--- src/rtl/logic_gates_pkg.sv ---
`default_nettype none
// ============================================================================
// Module   : logic_gates_pkg
// Brief    : Shared operation indices and a per-bit gate evaluator for the
//            logic_gates bitwise unit.
// Revision : 1.0 - initial release
// ============================================================================
package logic_gates_pkg;

   // Slot of each operation inside the packed result array
   localparam int OP_AND  = 0;
   localparam int OP_OR   = 1;
   localparam int OP_NAND = 2;
   localparam int OP_NOR  = 3;
   localparam int OP_NOT  = 4;
   localparam int OP_XOR  = 5;
   localparam int OP_XNOR = 6;
   localparam int NUM_OPS = 7;

   // Evaluate one operation on a single bit pair; b is ignored for OP_NOT
   function automatic logic gate_bit(input int op, input logic a, input logic b);
      logic r;
      case (op)
         OP_AND:  r = a & b;
         OP_OR:   r = a | b;
         OP_NAND: r = ~(a & b);
         OP_NOR:  r = ~(a | b);
         OP_NOT:  r = ~a;
         OP_XOR:  r = a ^ b;
         OP_XNOR: r = ~(a ^ b);
         default: r = 1'b0;
      endcase
      return r;
   endfunction

endpackage
`default_nettype wire

--- src/rtl/logic_gates_core.sv ---
`default_nettype none
// ============================================================================
// Module   : logic_gates_core
// Brief    : Purely combinational bitwise evaluator producing all seven gate
//            results of a and b, packed by operation index.
// Revision : 1.0 - initial release
// ============================================================================
module logic_gates_core
   import logic_gates_pkg::*;
#(
   parameter int WIDTH = 1
) (
   input  logic [WIDTH-1:0]               a,
   input  logic [WIDTH-1:0]               b,
   output logic [NUM_OPS-1:0][WIDTH-1:0]  res
);

   // Every operation is independent per bit, so replicate a single-bit cell
   generate
      for (genvar op = 0; op < NUM_OPS; op++) begin : g_op
         for (genvar i = 0; i < WIDTH; i++) begin : g_bit
            assign res[op][i] = gate_bit(op, a[i], b[i]);
         end
      end
   endgenerate

endmodule
`default_nettype wire

--- src/rtl/logic_gates.sv ---
`default_nettype none
// ============================================================================
// Module   : logic_gates
// Brief    : Registered bitwise logic unit. Computes AND/OR/NAND/NOR/NOT/XOR/
//            XNOR of a and b with one cycle of latency and a valid flag.
//            Results load on in_valid and hold otherwise; async reset clears
//            every output to 0.
//            Optional feature macro: LOGIC_GATES_PARITY_EN adds xor_parity,
//            the registered reduction XOR of a ^ b.
// Revision : 1.0 - initial release
// ============================================================================
module logic_gates
   import logic_gates_pkg::*;
#(
   parameter int WIDTH = 1
) (
   input  logic             clk,
   input  logic             rst,
   input  logic             in_valid,
   input  logic [WIDTH-1:0] a,
   input  logic [WIDTH-1:0] b,
   output logic             out_valid,
   output logic [WIDTH-1:0] and_gate,
   output logic [WIDTH-1:0] or_gate,
   output logic [WIDTH-1:0] nand_gate,
   output logic [WIDTH-1:0] nor_gate,
   output logic [WIDTH-1:0] not_gate,
   output logic [WIDTH-1:0] xor_gate,
   output logic [WIDTH-1:0] xnor_gate
`ifdef LOGIC_GATES_PARITY_EN
   ,
   output logic             xor_parity
`endif
);

   logic [NUM_OPS-1:0][WIDTH-1:0] w_core_res;
   logic [NUM_OPS-1:0][WIDTH-1:0] res_d;
   logic [NUM_OPS-1:0][WIDTH-1:0] res_q;
   logic                          valid_d;
   logic                          valid_q;

   logic_gates_core #(
      .WIDTH (WIDTH)
   ) u_core (
      .a   (a),
      .b   (b),
      .res (w_core_res)
   );

   // Load fresh results on a valid pair, otherwise hold the last ones
   always_comb begin
      res_d   = res_q;
      valid_d = in_valid;
      if (in_valid) begin
         res_d = w_core_res;
      end
   end

   // Result and valid registers; reset clears everything, inverting gates included
   always_ff @(posedge clk or posedge rst) begin
      if (rst) begin
         res_q   <= '0;
         valid_q <= 1'b0;
      end else begin
         res_q   <= res_d;
         valid_q <= valid_d;
      end
   end

`ifdef LOGIC_GATES_PARITY_EN
   logic parity_d;
   logic parity_q;

   // Parity follows the same load/hold rule as the gate results
   always_comb begin
      parity_d = parity_q;
      if (in_valid) begin
         parity_d = ^w_core_res[OP_XOR];
      end
   end

   // Parity register, cleared by reset alongside the results
   always_ff @(posedge clk or posedge rst) begin
      if (rst) begin
         parity_q <= 1'b0;
      end else begin
         parity_q <= parity_d;
      end
   end

   assign xor_parity = parity_q;
`endif

   assign out_valid = valid_q;
   assign and_gate  = res_q[OP_AND];
   assign or_gate   = res_q[OP_OR];
   assign nand_gate = res_q[OP_NAND];
   assign nor_gate  = res_q[OP_NOR];
   assign not_gate  = res_q[OP_NOT];
   assign xor_gate  = res_q[OP_XOR];
   assign xnor_gate = res_q[OP_XNOR];

endmodule
`default_nettype wire

--- config.mk ---
export PLATFORM = sky130hd
export DESIGN_NAME = logic_gates
export DESIGN_NICKNAME = d
export VERILOG_FILES = /design/src/rtl/logic_gates_pkg.sv /design/src/rtl/logic_gates_core.sv /design/src/rtl/logic_gates.sv
export SDC_FILE = /design/constraint.sdc
export NUM_CORES = 1
export LEC_CHECK = 0
export CAP_MARGIN = 20
export CORE_AREA = 5 5 42 44
export CTS_BUF_LIST = sky130_fd_sc_hd__clkbuf_8 sky130_fd_sc_hd__clkbuf_16
export CTS_CLUSTER_SIZE = 14
export DETAILED_ROUTE_END_ITERATION = 7
export DIE_AREA = 0 0 47 49
export GPL_TIMING_DRIVEN = 1
export HOLD_SLACK_MARGIN = 0.05
export PLACE_DENSITY = 0.51
export SLEW_MARGIN = 10
export SYNTH_ARGS = -nofsm -noshare
export SYNTH_HDL_FRONTEND = slang
export SYNTH_SLANG_ARGS = --single-unit
export TNS_END_PERCENT = 1
--- constraint.sdc ---
create_clock -name clk -period 1 [get_ports clk]
set_input_delay 0.3 -clock clk [delete_from_list [all_inputs] [get_ports clk]]
set_output_delay 0.3 -clock clk [all_outputs]
set_load 0.03 [all_outputs]
== Word level (Yosys, flattened, before mapping) ==
Index checks and enable logic that the tools add are counted.
Cells by class
  bitwise operators: 7
Operators with widths (count)
  1-bit NOT: 4
  1-bit AND: 1
  1-bit bitwise OR: 1
  1-bit bitwise XOR: 1
Word-level totals
  register bits: 8
  output and inout bits: 8
  input bits: 5

== Logic depth before layout (Yosys ltp) ==
  depth after elaboration: 2
  gate-level depth with buffers: 3
  depth with buffers taken out: 3

== Cells and area by module ==
Synthesis repeated with hierarchy kept, for this count alone.
Second synthesis, totals
  cell total of the unflattened synthesis: 26
  area total of the unflattened synthesis: 389.1 µm²
By module, submodules not included
  logic_gates: cells an instance 17, sequential area each 200.2 µm², area each 320.3 µm², instances 1
  logic_gates_core: cells an instance 9, sequential area each 0.0 µm², area each 68.8 µm², instances 1

== Worst setup path after synthesis ==
Ideal clock, no wire load.
  kind: input to register
  start point: input a
  end point: register res_q (netlist bit xor_gate)
  stages: 3
  setup time: 0.125 ns
  setup slack: -0.008 ns
  required time: 0.875 ns
  arrival: 0.883 ns
  path buffers: 0
  cell sequence: inv_1 ha_1 mux2_4
RTL lines
  from (decl): line logic_gates.sv:20  | input logic [WIDTH-1:0] a,
  to (signal assigned): line logic_gates.sv:65  | res_q <= res_d;
  to (decl): line logic_gates.sv:38  | logic [NUM_OPS-1:0][WIDTH-1:0] res_q;

== Final worst setup path ==
  start point: register res_q (netlist bit nand_gate)
  end point: output nand_gate
RTL lines
  to (decl): line logic_gates.sv:25  | output logic [WIDTH-1:0] nand_gate,
No word-level cell between the ends.

==> results_tabular.tex <==
\begin{tabular}{lr}
\hline
Metric & Value \\
\hline
\multicolumn{2}{l}{\textbf{Logic synthesis}} \\
Syn Area/Cell & 13.8 µm² \\
EDFF count, synth & 0 \\
Largest cells by area after synthesis & dfrtp\_1 56\%, mux2\_4 17\%, ha\_1 14\%, a21oi\_1 4.2\%, buf\_6 3.1\% \\
Syn\_nets & 35 \\
Dominant cell by count in the synthesized netlist & dfrtp\_1 \\
Share of flip-flops with an asynchronous set or reset & 100\% \\
Count of state elements after synthesis & 8 \\
Instance count of the mapped netlist & 26 \\
Sequential cell area fraction in the yosys report & 55.7\% \\
Share of Yosys cell area claimed by the top area cell type & 55.7\% \\
Post-synth cell types & 7 \\
Synth Cell Area & 359 µm² \\
Synth cell count leaders & 8 x dfrtp\_1, 4 x ha\_1, 4 x mux2\_4 \\
Primary FF master, synth & dfrtp\_1 \\
Count of synthesis-stage warnings from yosys & 0 \\
Cell type with the largest total area after synthesis & dfrtp\_1 \\
\multicolumn{2}{l}{\textbf{Placement}} \\
Worst slack after detailed placement & -0.541 ns \\
Port buffer count & 12 \\
Total half-perimeter wirelength after legalization and detailed placement & 537 µm \\
Global placement routability congestion & 0.699 \\
Number of placed instances with taps included & 58 \\
\multicolumn{2}{l}{\textbf{Pwr}} \\
Switching power total & 0.260 mW \\
Worst voltage drop across the vdd grid & 1.30 mV \\
Fraction of power consumed by sequential logic & 37.5\% \\
Internal cell power & 0.748 mW \\
Pwr/cell area & 1640 nW/µm² \\
Clock group share of total power & 37.7\% \\
Reported leakage power & 0.308 nW \\
Share of power burned in combinational logic & 24.8\% \\
Switching part of the total & 25.8\% \\
\multicolumn{2}{l}{\textbf{Critical path}} \\
Worst r2r path cells & 2 \\
Data arrival time at the worst-slack endpoint & 0.75 ns \\
Crit Path Max Fanout & 2 \\
Reg2Reg Capture Point & xor\_gate \\
Critical path start-end classification & flop to output pin \\
Critical path endpoint category & output pin \\
FF-to-FF setup slack & 0.10 ns \\
Worst setup SP type & flop \\
Crit path required time & 0.70 ns \\
Total buffers and inverters traversed by the critical path & 1 \\
Critical-path cell with the highest stage delay & dfrtp\_1 \\
Worst r2r src & xor\_gate \\
Series of cell instances along the critical path & buf\_6 \\
Crit-path leading delay family & flip-flops \\
CP peak stage delay & 0.39 ns \\
\multicolumn{2}{l}{\textbf{Floorplanning}} \\
Core region area & 1400 µm² \\
Number of cell rows & 14 \\
Width of the chip & 47 µm \\
Initial Util & 25.6\% \\
Full die area & 2300 µm² \\
Height of the die & 49 µm \\
Total I/O pin count & 13 \\
\multicolumn{2}{l}{\textbf{STA}} \\
Minimum clock period after layout & 1.05 ns \\
Highest clock rate & 950 MHz \\
Worst max-slew margin expressed relative to the limit & 79.2\% \\
Fin crit share & 105\% \\
Hold violation count in the final report & 0 \\
TNS Setup & -0.373 ns \\
Hold slack & 0.325 ns \\
Worst Skew & 0 ns \\
Final setup viols & 8 \\
Max-slew violation total from the final report & 0 \\
Final worst setup slack & -0.0529 ns \\
RSZ-0062 raised after global routing & yes \\
Worst-Margin Slew & 0.311 ns \\
\multicolumn{2}{l}{\textbf{Clock network}} \\
TritonCTS clock tree & built \\
H-Tree Level Count & 1 \\
Number of buffers created by CTS & 3 \\
Total clock sinks & 8 \\
Root buf cell & clkbuf\_8 \\
Number of buffers between clock root and the deepest sink & 2 \\
Clk slew on worst S/H paths & 0.04 ns \\
Insertion delay of the later-clocked pin in the worst-skew pair & 0.22 ns \\
Number of hold buffers added after cts & 0 \\
\multicolumn{2}{l}{\textbf{Run}} \\
Max\_cap viols & 0 \\
\multicolumn{2}{l}{\textbf{Final layout}} \\
Area Growth Syn to Fin & 71.1\% \\
Antenna diode count & 0 \\
Footprint of the flip-flops and latches & 200 µm² \\
Proportion of layout cells with a drive suffix above 1 & 54.2\% \\
Post-route non-filler standard cell count & 64 \\
Final net count & 59 \\
Number of filler cells placed in the layout & 140 \\
Area used by multi-input combinational logic & 149 µm² \\
\multicolumn{2}{l}{\textbf{GRT}} \\
Maximum number of pins on one net before global-route repair & 9 \\
Gr usage total & 8.23\% \\
Antenna violations before repair & 0 \\
First-pass GRT wire length & 1260 µm \\
Via count of the first global-routing pass & 265 \\
GRT Residual Overflow & 0 \\
\multicolumn{2}{l}{\textbf{Outcome}} \\
Run status & complete, but fails checks \\
Violated checks & setup timing \\
\multicolumn{2}{l}{\textbf{Route}} \\
Total via count after detailed routing & 265 \\
Detailed-router iteration count before antenna repair & 4 \\
Via-per-instance ratio & 4.14 \\
Initial detailed-routing violation count & 2 \\
Routed len/inst & 11.4 µm \\
Number of routed nets with antenna violations & 0 \\
DRC violations left & 0 \\
WL final & 729 µm \\
\multicolumn{2}{l}{\textbf{Min path}} \\
Min-delay worst type & input port to asynchronous set/reset pin \\
\hline
\end{tabular}
==> area by class of cell <==
type / count / area share, %
Clock buffer: 3 / 6.72
Inverter: 3 / 1.83
Multi-Input combinational cell: 14 / 24.2
Sequential cell: 8 / 32.6
Tap cell: 16 / 3.26
Timing Repair Buffer: 20 / 31.4
==> state kept, by name, indices dropped and copies added (netlist names) <==
signal     flops
nand_gate      1
and_gate       1
xnor_gate      1
xor_gate       1
not_gate       1
out_valid      1
nor_gate       1
or_gate        1
==> cells by family after synthesis <==
| kind of cell | after synthesis | synth area share, % |
|---|---|---|
| adder cells (fa/ha/maj) | 4 | 13.9 |
| flip-flops | 8 | 55.7 |
| buffers and inverters | 4 | 6.27 |
| AND/OR/NAND/NOR | 3 | 3.14 |
| AO/OA/AOI/OAI | 3 | 4.18 |
| multiplexers | 4 | 16.7 |
==> routing by layer <==
metal  global-route usage (%)  share of wire (%)
met1                     9.01                 36
met3                     7.01                 10
met4                     2.76                  0
met5                        0                  0
met2                     11.5                 54
==> repair_timing <==
item	4_1_cts	5_1_grt
setup buffers	2	1
cloned	0	0
setup endpoints to repair	15	8
pin swaps	1	0
gates resized for setup	17	0
==> power groups by stage <==
| stage | clock network [mW] | logic [mW] | registers, mW |
|---|---|---|---|
| after detailed placement | 0 | 0.213 | 0.377 |
| final | 0.380 | 0.250 | 0.378 |
| after CTS | 0.391 | 0.245 | 0.378 |
| after global placement | 0 | 0.210 | 0.376 |
| after floorplan | 0 | 0.0599 | 0.438 |
| after global routing | 0.423 | 0.268 | 0.382 |
==> cells in the final DEF, fill, tap and decap left out, drive strengths merged <==
master,instances
clkbuf,3
buf,16
dlygate4sd2,1
dfrtp,8
nor2,3
ha,4
a21oi,3
mux2,4
inv,3
clkdlybuf4s50,1
clkdlybuf4s15,2
==> metrics by stage <==
stage               util [%]  power, mW  area (µm²)
finish                  43.8       1.01         614
global route            43.8       1.07         614
CTS                     43.3       1.01         607
detailed placement      36.1      0.590         505
global placement        36.1      0.586         505
floorplan                  -      0.498         359
==> worst max path at each step <==
stage / cells past startpoint / endpoint / slack (ns) / startpoint
floorplan: 3 / xor_gate / 0.004 / b
global placement: 4 / xor_gate / -0.52 / a
detailed placement: 4 / xor_gate / -0.54 / a
CTS: 1 / xor_gate / -0.06 / xor_gate
global route: 1 / nor_gate / -0.09 / nor_gate
finish: 1 / nand_gate / -0.05 / nand_gate
Power figures use the tool's default switching activity.
